--- src/rtl/bin2bcd_pipe_if.sv ---
// Sample/result stream bundle for bin2bcd_pipe: input handshake, output handshake and payloads.
interface bin2bcd_pipe_if #(
    parameter int unsigned BIN_W  = 11,
    parameter int unsigned DIGITS = 4,
    parameter int unsigned ID_W   = 4
);
    logic                in_vld;
    logic                in_rdy;
    logic [BIN_W-1:0]    bin;
    logic [ID_W-1:0]     in_id;
    logic                out_vld;
    logic                out_rdy;
    logic [4*DIGITS:0]   bcd;
    logic [ID_W-1:0]     out_id;

    modport master (
        output in_vld, bin, in_id, out_rdy,
        input  in_rdy, out_vld, bcd, out_id
    );

    modport slave (
        input  in_vld, bin, in_id, out_rdy,
        output in_rdy, out_vld, bcd, out_id
    );
endinterface

--- src/rtl/bin2bcd_pipe.sv ---
// Pipelined shift-add-3 binary-to-BCD converter with global-stall valid/ready flow control.
// Define BIN2BCD_SIGNED_EN for two's complement input (sign + magnitude); default is unsigned.
module bin2bcd_pipe #(
    parameter int unsigned BIN_W  = 11,
    parameter int unsigned DIGITS = 4,
    parameter int unsigned SPS    = 2,
    parameter int unsigned ID_W   = 4
) (
    input  logic               clk,
    input  logic               rstn,
    bin2bcd_pipe_if.slave      bus
);
    localparam int unsigned BCD_W = 4 * DIGITS;
    localparam int unsigned ACC_W = BCD_W + BIN_W;
    localparam int unsigned N     = (BIN_W + SPS - 1) / SPS;
    localparam int unsigned LAST  = BIN_W - (N - 1) * SPS;

    function automatic longint unsigned pow10(input int unsigned n);
        longint unsigned p;
        p = 64'd1;
        for (int unsigned i = 0; i < n; i++) p = p * 64'd10;
        return p;
    endfunction

`ifdef BIN2BCD_SIGNED_EN
    localparam longint unsigned MAX_MAG = 64'd1 << (BIN_W - 1);
`else
    localparam longint unsigned MAX_MAG = (64'd1 << BIN_W) - 64'd1;
`endif

    if (pow10(DIGITS) <= MAX_MAG) begin : g_digits_check
        $error("bin2bcd_pipe: DIGITS too small for BIN_W");
    end
    if (SPS < 1 || SPS > BIN_W) begin : g_sps_check
        $error("bin2bcd_pipe: SPS out of range 1..BIN_W");
    end

    // One adjust-then-shift step per iteration; the magnitude MSB shifts into the BCD field.
    function automatic logic [ACC_W-1:0] dabble(input logic [ACC_W-1:0] a, input int unsigned steps);
        logic [ACC_W-1:0] v;
        v = a;
        for (int unsigned s = 0; s < SPS; s++) begin
            if (s < steps) begin
                for (int unsigned d = 0; d < DIGITS; d++) begin
                    if (v[BIN_W+4*d +: 4] >= 4'd5) v[BIN_W+4*d +: 4] = v[BIN_W+4*d +: 4] + 4'd3;
                end
                v = v << 1;
            end
        end
        return v;
    endfunction

    logic             stall;
    logic             vld_q [0:N];
    logic [ID_W-1:0]  id_q  [0:N];
    logic [BCD_W-1:0] bcd_q [1:N];
    logic [BIN_W-1:0] mag_q [0:N-1];
    logic [BIN_W-1:0] mag_in;

    assign stall      = vld_q[N] && !bus.out_rdy;
    assign bus.in_rdy = !stall;

`ifdef BIN2BCD_SIGNED_EN
    logic sgn_q [0:N];
    logic sgn_in;

    // MSB set implies non-zero, so a negative zero cannot arise.
    always_comb begin
        sgn_in = bus.bin[BIN_W-1];
        mag_in = sgn_in ? BIN_W'(-bus.bin) : bus.bin;
    end

    always_ff @(posedge clk or negedge rstn) begin
        if (!rstn)       sgn_q[0] <= 1'b0;
        else if (!stall) sgn_q[0] <= bus.in_vld && sgn_in;
    end

    assign bus.bcd = {sgn_q[N], bcd_q[N]};
`else
    always_comb mag_in = bus.bin;

    assign bus.bcd = {1'b0, bcd_q[N]};
`endif

    assign bus.out_vld = vld_q[N];
    assign bus.out_id  = id_q[N];

    // Stage 0: capture magnitude and tag; payload registers are zero whenever the slot is empty.
    always_ff @(posedge clk or negedge rstn) begin
        if (!rstn) begin
            vld_q[0] <= 1'b0;
            id_q[0]  <= '0;
            mag_q[0] <= '0;
        end else if (!stall) begin
            vld_q[0] <= bus.in_vld;
            id_q[0]  <= bus.in_vld ? bus.in_id : '0;
            mag_q[0] <= bus.in_vld ? mag_in : '0;
        end
    end

    for (genvar k = 1; k <= N; k++) begin : g_stage
        localparam int unsigned STEPS = (k == N) ? LAST : SPS;
        logic [ACC_W-1:0] acc_in;
        logic [BCD_W-1:0] bcd_nxt;

        if (k == 1) begin : g_first
            assign acc_in = {BCD_W'(0), mag_q[0]};
        end else begin : g_chain
            assign acc_in = {bcd_q[k-1], mag_q[k-1]};
        end

        if (k < N) begin : g_mid
            logic [BIN_W-1:0] mag_nxt;
            assign {bcd_nxt, mag_nxt} = dabble(acc_in, STEPS);

            always_ff @(posedge clk or negedge rstn) begin
                if (!rstn)       mag_q[k] <= '0;
                else if (!stall) mag_q[k] <= vld_q[k-1] ? mag_nxt : '0;
            end
        end else begin : g_last
            assign bcd_nxt = BCD_W'(dabble(acc_in, STEPS) >> BIN_W);
        end

        always_ff @(posedge clk or negedge rstn) begin
            if (!rstn) begin
                vld_q[k] <= 1'b0;
                id_q[k]  <= '0;
                bcd_q[k] <= '0;
            end else if (!stall) begin
                vld_q[k] <= vld_q[k-1];
                id_q[k]  <= vld_q[k-1] ? id_q[k-1] : '0;
                bcd_q[k] <= vld_q[k-1] ? bcd_nxt : '0;
            end
        end

`ifdef BIN2BCD_SIGNED_EN
        always_ff @(posedge clk or negedge rstn) begin
            if (!rstn)       sgn_q[k] <= 1'b0;
            else if (!stall) sgn_q[k] <= vld_q[k-1] && sgn_q[k-1];
        end
`endif
    end
endmodule

--- src/flat_wrapper.sv ---
// flat-port wrapper written by rule: the top's interface ports become plain ports
module bin2bcd_pipe_flat 
#(
    parameter int unsigned BIN_W  = 11,
    parameter int unsigned DIGITS = 4,
    parameter int unsigned SPS    = 2,
    parameter int unsigned ID_W   = 4
)
  (clk, rstn, bus_in_vld, bus_bin, bus_in_id, bus_out_rdy, bus_in_rdy, bus_out_vld, bus_bcd, bus_out_id);
  bin2bcd_pipe_if #(.BIN_W(BIN_W), .DIGITS(DIGITS), .ID_W(ID_W)) bus_i ();
  input  logic clk;
  input  logic rstn;
  input wire logic [$bits(bus_i.in_vld)-1:0] bus_in_vld;
  input wire logic [$bits(bus_i.bin)-1:0] bus_bin;
  input wire logic [$bits(bus_i.in_id)-1:0] bus_in_id;
  input wire logic [$bits(bus_i.out_rdy)-1:0] bus_out_rdy;
  output wire logic [$bits(bus_i.in_rdy)-1:0] bus_in_rdy;
  output wire logic [$bits(bus_i.out_vld)-1:0] bus_out_vld;
  output wire logic [$bits(bus_i.bcd)-1:0] bus_bcd;
  output wire logic [$bits(bus_i.out_id)-1:0] bus_out_id;
  assign bus_i.in_vld = bus_in_vld;
  assign bus_i.bin = bus_bin;
  assign bus_i.in_id = bus_in_id;
  assign bus_i.out_rdy = bus_out_rdy;
  assign bus_in_rdy = bus_i.in_rdy;
  assign bus_out_vld = bus_i.out_vld;
  assign bus_bcd = bus_i.bcd;
  assign bus_out_id = bus_i.out_id;
  bin2bcd_pipe #(.BIN_W(BIN_W), .DIGITS(DIGITS), .SPS(SPS), .ID_W(ID_W)) u_core (.clk(clk), .rstn(rstn), .bus(bus_i));
endmodule
--- config.mk ---
export PLATFORM = sky130hd
export DESIGN_NAME = bin2bcd_pipe_flat
export DESIGN_NICKNAME = d
export VERILOG_FILES = /design/src/rtl/bin2bcd_pipe_if.sv /design/src/rtl/bin2bcd_pipe.sv /design/src/flat_wrapper.sv
export SDC_FILE = /design/constraint.sdc
export NUM_CORES = 1
export LEC_CHECK = 0
export BUFFER_PORTS_ARGS = -buffer_cell sky130_fd_sc_hd__buf_2
export CORE_ASPECT_RATIO = 1.2
export CORE_MARGIN = 2
export CORE_UTILIZATION = 50
export DETAILED_ROUTE_END_ITERATION = 6
export PLACE_DENSITY = 0.74
export RECOVER_POWER = 100
export SKIP_CTS_REPAIR_TIMING = 1
export SYNTH_ARGS = -nofsm -noshare
export SYNTH_HDL_FRONTEND = slang
export SYNTH_SLANG_ARGS = --single-unit
--- constraint.sdc ---
create_clock -name clk -period 2.83 [get_ports clk]
set_input_delay 0.1415 -clock clk [delete_from_list [all_inputs] [get_ports clk]]
set_output_delay 0.1415 -clock clk [all_outputs]
set_load 0.02 [all_outputs]
==> flow_summary.ini, run 1 <==
[outcome]
outcome = finished, violations left
violations = hold timing, capacitance limit, slew limit

[synth]
ys_types = 70
netlist_instances = 736
synth-seq-area-share = 0.475
synth_seq_cells = 122
yosys_warnings = 0
synth.largest_area_cell = dfrtp_1
synth_top_area_frac = 0.475
synth-edff-count = 0
avgSynthCellArea_um2 = 8.74
synthArstFlopShare = 1.00
syn_area_um2 = 6430
synth_area_leaders = dfrtp_1 (47%), nand2_1 (12%), nand3_1 (6.2%), ha_1 (4.5%), o21ai_0 (3.1%)
synth_flop_cell = dfrtp_1

[layout]
drive_gt1_frac = 0.0854
nets = 790
multi_input_area_um2 = 2900
nFillCells = 1128
regArea_um2 = 3050
layout_common_cells = nand2_1 (200), dfrtp_1 (122), nand3_1 (80)
synthToLayoutAreaGrowth_pct = 12.3
antennaDiodeCount = 0
layout_commonest_cell = nand2_1

[floorplanning]
die_w_um = 108
io_pins = 42
die_h_um = 128
initial_core_util = 0.510
dieArea_um2 = 13800
core_um2 = 12600
rows = 45

[sta]
max_slew_margin = -0.0753
slew_viol_final = 123
finClkSkew_ps = 7.67
tightestPinTransition_ps = 1610
setup_viol = 0
fmax_mhz = 394
min_period_over_period = 0.898
rsz0062_at_grt = false
period_minus_slack_ps = 2540
whs_ps = -32.6
hold_viol_final = 3
tns_ps = 0

[worst_setup_path]
r2r_end = u_core.bcd_q[22]
startpoint = u_core.bcd_q[36]
r2r_slack_ps = 290
critical_path_class = reg -> reg
critical-path-slowest-cell = dfrtp_1
crit_chain = inv_1, ha_1, nor2b_1, o21ai_0, nor2_1, inv_1, ha_1, o41ai_1, o31ai_2
endpoint_kind = flop
critical_path_buf_inv_count = 2
worst_ep_required_time_ps = 3080
critPathMaxFanout = 6
reg2reg_from = u_core.bcd_q[36]
cp_top_family = compound AO/OA/AOI/OAI gates
arrival_ps = 2790
cp_slowest_stage_delay_ps = 450
cp-start-kind = flop
r2r_cells = 9

[global_route]
grt_use_total = 0.196
grt_max_degree = 123
first_global_vias = 5111
grt_pass1_wl_um = 22200
grt_overflow = 0
antenna_found_initial = 0

[worst_hold_path]
hold_path.class = in -> reg
hold_depth = 3
hold_path_end = u_core.id_q[25]
hold_start = bus_in_id[1]

[cts]
cts_buffer_depth = 2
cts_tree = built
htree_levels = 4
numCtsBuffers = 17
cts_root_buf = clkbuf_16
clk_pin_slew_ps = 50
clock_latency_ps = 410
clkSinkCount = 122

[placement]
port_buffers = 38
gp_congestion = 0.840
dp_hpwl_um = 8210

[route]
post-route-drc-count = 0
drtPass1Iterations = 5
drt-vias-per-instance = 5.46
wl_um = 12900
vias = 5055
drtAntennaViolNets = 0
wl_per_cell_um = 13.9
drt_first_iter_violations = 225

[power]
vdd.ir_drop.worst_mv = 0.534
total_power_uw = 5930
p_leak_uw = 0.00349
power.density_nw_per_um2 = 821

[run]
drv_cap = 1
-- where the power goes --
part           internal [µW]  total (µW)  switching (µW)
logic                    481        1400             919
clock network           1460        2220             766
registers               1980        2310             327
total                   3920        5930            2010
-- flip-flops by register name, indices dropped and copies added (netlist names) --
signal	cells
u_core.bus.bcd	14
u_core.bus.out_id	4
u_core.vld_q	6
u_core.g_stage.acc_in	36
u_core.bcd_q	37
u_core.bus.out_vld	1
u_core.id_q	24
-- final cells by class --
class | instances | share of cell area
sequential | 122 | 0.423
multi-input combinational | 525 | 0.402
clock buffer | 22 | 0.0657
timing repair buffer | 55 | 0.0466
tap | 164 | 0.0284
clock inverter | 10 | 0.0194
inverter | 27 | 0.0147
-- worst reg2reg max path, stage by stage (launching register included) --
cell	delay, ps
dfrtp_1	450
inv_1	130
ha_1	270
nor2b_1	230
o21ai_0	170
nor2_1	280
inv_1	100
ha_1	220
o41ai_1	440
o31ai_2	100
-- worst max-delay path by stage --
stage	to	cells past startpoint
after global placement	u_core.bcd_q[22]	9
final	u_core.bcd_q[22]	9
after detailed placement	u_core.bcd_q[22]	9
after global routing	u_core.bcd_q[22]	9
after floorplan	u_core.bcd_q[38]	9
after CTS	u_core.bcd_q[22]	9
-- per-stage QoR --
step / instance area [µm²] / utilization / worst slack [ps] / hold slack [ps] / std cells
2_1_floorplan: 6440 / - / 727 / -154 / 738
3_3_place_gp: 6540 / 0.519 / 608 / 290 / 880
3_5_place_dp: 6540 / 0.519 / 422 / 291 / 880
4_1_cts: 7160 / 0.568 / 368 / -140 / 912
5_1_grt: 7220 / 0.572 / 127 / 4.96 / 925
6_report: 7220 / 0.572 / 289 / -32.6 / 925
-- kinds of logic after synthesis --
kind of cell / synth area share
flops: 0.475
simple gates: 0.239
buf+inv: 0.0716
mux: 0.0126
compound gates: 0.142
fa+ha+maj: 0.0448
xor+xnor: 0.0150
other cells: 0.000583
-- metal layers --
metal  wire length, µm  vias to the layer above  track usage
li1                  -                     2522            -
met1              5400                     2432        0.221
met2              6970                       92        0.361
met3               402                        9       0.0488
met5                 0                        -            0
met4                89                        0       0.0611
-- synthesized netlist by cell type (all sizes together) (3+ instances only) --
cell	n
and2	5
buf	43
a211oi	3
o31ai	6
a21o	5
xnor2	7
a21oi	28
dfrtp	122
nor2b	4
inv	25
nor3	8
nor3b	8
or3	6
o22ai	8
ha	23
mux2i	7
nand2b	9
a32o	6
xor2	4
nor2	15
clkbuf	21
o21ai	46
nand3	80
o21bai	5
nand2	200
Note: power is estimated with default switching activity, not from simulation.
==> run 2: changes to the inputs <==
--- a/config.mk
+++ b/config.mk
@@ -10,6 +10,7 @@
 export CORE_MARGIN = 2
 export CORE_UTILIZATION = 50
 export DETAILED_ROUTE_END_ITERATION = 6
+export GPL_TIMING_DRIVEN = 0
 export PLACE_DENSITY = 0.74
 export RECOVER_POWER = 100
 export SKIP_CTS_REPAIR_TIMING = 1
==> flow_summary.ini, run 2 (synthesis gave the netlist of run 1 again) <==
[sta]
setup_viol = 0
fmax_mhz = 385
min_period_over_period = 0.919
hold_viol_final = 0
finClkSkew_ps = 7.71
max_slew_margin = -0.365
tns_ps = 0
slew_viol_final = 44
period_minus_slack_ps = 2600
tightestPinTransition_ps = 2050
rsz0062_at_grt = false

[cts]
htree_levels = 4
numCtsBuffers = 17
cts_tree = built
clk_pin_slew_ps = 60
cts_root_buf = clkbuf_16
cts_buffer_depth = 2
clkSinkCount = 122
clock_latency_ps = 420

[global_route]
antenna_found_initial = 0
first_global_vias = 5313
grt_overflow = 0
met3_usage = 0.0524
grt_max_degree = 80
grt_use_total = 0.230
met1_usage = 0.276
gr-usage-met2 = 0.410
gr-max-usage-layer = met2
grt_pass1_wl_um = 25000

[layout]
nets = 853
layout_commonest_cell = nand2_1
layout_common_cells = nand2_1 (200), dfrtp_1 (122), nand3_1 (80)
drive_gt1_frac = 0.112
largest_reg_flops = 37
synthToLayoutAreaGrowth_pct = 17.8
top_register = u_core.bcd_q
nFillCells = 1119
final_area_um2 = 7570
antennaDiodeCount = 0

[worst_hold_path]
hold_path.class = in -> reg
hold_path_end = u_core.id_q[26]
hold_depth = 3
hold_start = bus_in_vld

[route]
post-route-drc-count = 0
wl_per_cell_um = 15.1
drt-vias-per-instance = 5.47
drtAntennaViolNets = 0
wl_um = 14900
vias = 5408
drt_first_iter_violations = 318
drtPass1Iterations = 5

[floorplanning]
rows = 45
initial_core_util = 0.510
dieArea_um2 = 13800
io_pins = 42
core_um2 = 12600
die_w_um = 108
die_h_um = 128

[worst_setup_path]
r2r_cells = 10
arrival_ps = 2880
r2r_end = u_core.bcd_q[22]
startpoint = u_core.bcd_q[32]
worst_ep_required_time_ps = 3110
critical_path_class = reg -> reg
endpoint_kind = flop
critPathMaxFanout = 8
cp-start-kind = flop
r2r_slack_ps = 230
reg2reg_from = u_core.bcd_q[32]

[placement]
port_buffers = 37
place_area_um2 = 6860
gp_congestion = 0.881
dp_hpwl_um = 10300

[outcome]
violations = capacitance limit, slew limit
outcome = finished, violations left

[power]
p_leak_uw = 0.00369
power.density_nw_per_um2 = 820
vdd.ir_drop.worst_mv = 0.481

[run]
drv_cap = 1
-- run 2: changes by cell type in the layout (fill, tap and decap cells not counted), sizes merged --
cell,delta
buf,+33
clkbuf,+21
inv,+7
dlygate4sd3,+3
clkinvlp,-2
dlygate4sd2,+1
-- run 2: power by group --
part / switching, µW / internal, µW
Sequential: 172 / 1980
Clock: 873 / 1420
Combinational: 1210 / 549
-- run 2: layout make-up --
cell class / count / area [µm²] / share of cell area
Sequential cell: 122 / 3050 / 0.403
Multi-Input combinational cell: 525 / 2890 / 0.382
Clock buffer: 17 / 425 / 0.0562
Timing Repair Buffer: 54 / 352 / 0.0464
Buffer: 64 / 337 / 0.0444
Tap cell: 164 / 205 / 0.0271
Clock inverter: 15 / 201 / 0.0266
Inverter: 27 / 106 / 0.0140
-- run 2: per-stage QoR --
step | setup slack, ps | power [µW] | hold slack (ps) | instances | util
floorplan | 727 | 3410 | -154 | 738 | -
global placement | 114 | 3870 | 370 | 939 | 0.541
detailed placement | 386 | 3960 | 95.4 | 940 | 0.544
CTS | 363 | 6240 | -338 | 972 | 0.594
global route | 91.8 | 6530 | 99.8 | 988 | 0.600
finish | 230 | 6210 | 87.1 | 988 | 0.600
-- run 2: routing by layer --
metal	up-vias	wire (µm)
met1	2598	6140
met4	0	243
met5	-	0
li1	2651	-
met2	138	7900
met3	21	625
-- run 2: how the worst max path moves through the flow --
stage | endpoint | cells after the start
after floorplan | u_core.bcd_q[38] | 9
after global placement | u_core.g_stage[2].acc_in[2] | 1
after detailed placement | u_core.bcd_q[26] | 10
after CTS | u_core.bcd_q[26] | 10
after global routing | u_core.bcd_q[22] | 10
final | u_core.bcd_q[22] | 10
-- run 2: critical path: stages, from the launching register on --
cell and delay, ps:
dfrtp_1 470, inv_1 160, ha_1 160, clkbuf_1 290
nor2b_1 250, or3_1 180, and2_4 170, clkinv_4 50
ha_1 190, o41ai_1 430, o31ai_2 110
==> run 3: changes to the inputs <==
--- a/config.mk
+++ b/config.mk
@@ -5,6 +5,7 @@
 export SDC_FILE = /design/constraint.sdc
 export NUM_CORES = 1
 export LEC_CHECK = 0
+export ABC_AREA = 1
 export BUFFER_PORTS_ARGS = -buffer_cell sky130_fd_sc_hd__buf_2
 export CORE_ASPECT_RATIO = 1.2
 export CORE_MARGIN = 2
==> flow_summary.ini, run 3 <==
[global_route]
grt_max_degree = 72
antenna_found_initial = 0
grt_overflow = 0
grt_pass1_wl_um = 22000
grt_use_total = 0.216
first_global_vias = 4769

[sta]
tns_ps = 0
min_period_over_period = 0.835
max_slew_margin = 0.166
finClkSkew_ps = 4.58
fmax_mhz = 423
period_minus_slack_ps = 2360
rsz0062_at_grt = false
setup_viol = 0
whs_ps = -23.8
hold_viol_final = 5
slew_viol_final = 0
tightestPinTransition_ps = 1250

[floorplanning]
die_w_um = 104
core_um2 = 11600
io_pins = 42
dieArea_um2 = 12900
rows = 43
die_h_um = 124
initial_core_util = 0.517

[synth]
avgSynthCellArea_um2 = 8.88
ys_types = 33
synth-edff-count = 0
syn_area_um2 = 6000
synthArstFlopShare = 1.00
synth_area_leaders = dfrtp_1 (51%), inv_1 (7.6%), nand2_1 (7.1%), o22ai_1 (6.5%), o21ai_0 (4.9%)
synth_seq_cells = 122
synth_flop_cell = dfrtp_1
synth_most_common_cell = dfrtp_1
synth-seq-area-share = 0.509
synthTopCellsByCount = dfrtp_1 (122), inv_1 (121), nand2_1 (114)
netlist_instances = 676
synth.largest_area_cell = dfrtp_1
synth_top_area_frac = 0.509
yosys_warnings = 0

[placement]
gp_congestion = 0.894
dp_hpwl_um = 9020
port_buffers = 37

[power]
combPwrFrac = 0.256
vdd.ir_drop.worst_mv = 0.529
p_leak_uw = 0.00349
clkPwrFrac = 0.390
p_switching_uw = 1980
intPower_uw = 4000
swShare = 0.331
power_frac_seq = 0.355
power.density_nw_per_um2 = 845

[worst_setup_path]
crit_chain = inv_1, ha_1, nand2_1, nand2_1, o21ai_0, or2_2, ha_1, a21oi_1, inv_1, nand4_1, o21ai_0
critPathMaxFanout = 5
cp_top_family = simple AND/OR/NAND/NOR gates
critical_path_class = reg -> reg
worst_ep_required_time_ps = 3090
cp-start-kind = flop
cp_slowest_stage_delay_ps = 420
critical-path-slowest-cell = dfrtp_1
endpoint_kind = flop
critical_path_buf_inv_count = 2
arrival_ps = 2620

[worst_hold_path]
hold_path.class = in -> reg

[layout]
synthToLayoutAreaGrowth_pct = 17.8
antennaDiodeCount = 0
layout_common_cells = inv_1 (123), dfrtp_1 (122), nand2_1 (114)
largest_reg_flops = 37
layout_commonest_cell = inv_1
top_register = u_core.bcd_q
nets = 785
drive_gt1_frac = 0.127

[route]
drtAntennaViolNets = 0
drtPass1Iterations = 5
drt-vias-per-instance = 5.20
vias = 4752
post-route-drc-count = 0
wl_per_cell_um = 14.4
wl_um = 13200
drt_first_iter_violations = 266

[cts]
clock_latency_ps = 410
cts_root_buf = clkbuf_16
clkSinkCount = 122
cts_tree = built
clk_pin_slew_ps = 50
numCtsBuffers = 17
htree_levels = 4
cts_buffer_depth = 2

[outcome]
violations = hold timing
outcome = finished, violations left

[run]
drv_cap = 0
## run 3: cell count changes after synthesis, sizes merged, moves of 7 or more
cell,delta
inv,+99
xor2,+8
nor3b,-8
o22ai,+54
a21oi,-18
o21ai,+15
nand2,-74
nand2b,-9
buf,-9
xnor2,-7
mux2i,-7
nand3,-26
clkbuf,-13
nor3,-8
## run 3: cell type report
class	instances	area (µm²)
fill	1006	4550
sequential	122	3050
multi-input combinational	390	2230
clock buffer	22	484
inverter	124	465
timing repair buffer	46	248
buffer	42	236
tap	157	196
clock inverter	10	164
## run 3: cell families after synthesis
group | count (synthesis) | synth area share
flops | 122 | 0.509
buf+inv | 166 | 0.120
compound gates | 142 | 0.139
fa+ha+maj | 23 | 0.0479
simple gates | 210 | 0.161
other cells | 1 | 0.000625
xor+xnor | 12 | 0.0231
## run 3: final timing paths
check	cells past startpoint	start	slack, ps	to
worst min-delay path	3	bus_bin[8]	-20	u_core.g_stage[1].acc_in[8]
max in group asynchronous	3	rstn	610	u_core.g_stage[3].acc_in[4]
min in group asynchronous	2	rstn	540	u_core.bus.bcd[10]
worst max-delay path	11	u_core.bcd_q[36]	470	u_core.bcd_q[28]
worst max register to register	11	u_core.bcd_q[36]	470	u_core.bcd_q[28]
worst min register to register	2	u_core.bus.bcd[13]	490	u_core.bus.bcd[13]
## run 3: power by group through the flow
stage	clock, µW	sequential [µW]	combinational [µW]
floorplan	0	2120	1090
global placement	0	2130	1470
detailed placement	0	2150	1540
CTS	2340	2120	1560
global route	2430	2150	1710
finish	2330	2120	1530
## run 3: metal layers
layer / global-route usage / up-vias / share of wire
met5: 0 / - / 0
met4: 0.0895 / 0 / 0.023
met3: 0.0513 / 26 / 0.049
met2: 0.397 / 111 / 0.54
met1: 0.243 / 2284 / 0.39
li1: - / 2331 / -
## run 3: through the flow
stage               std cells  cell area [µm²]  worst slack (ps)   util  total power, µW
floorplan                 678             6010               829      -             3210
global placement          872             6390               153  0.550             3600
detailed placement        873             6430               514  0.553             3690
CTS                       905             7070               478  0.609             6020
global route              913             7070               216  0.609             6290
finish                    913             7070               468  0.609             5970
## run 3: tightest hold or removal path, delay by kind of cell
| family | cells | cell delay [ps] |
|---|---|---|
| simple gates | 1 | 60 |
| compound gates | 1 | 70 |
| buf+inv | 1 | 70 |
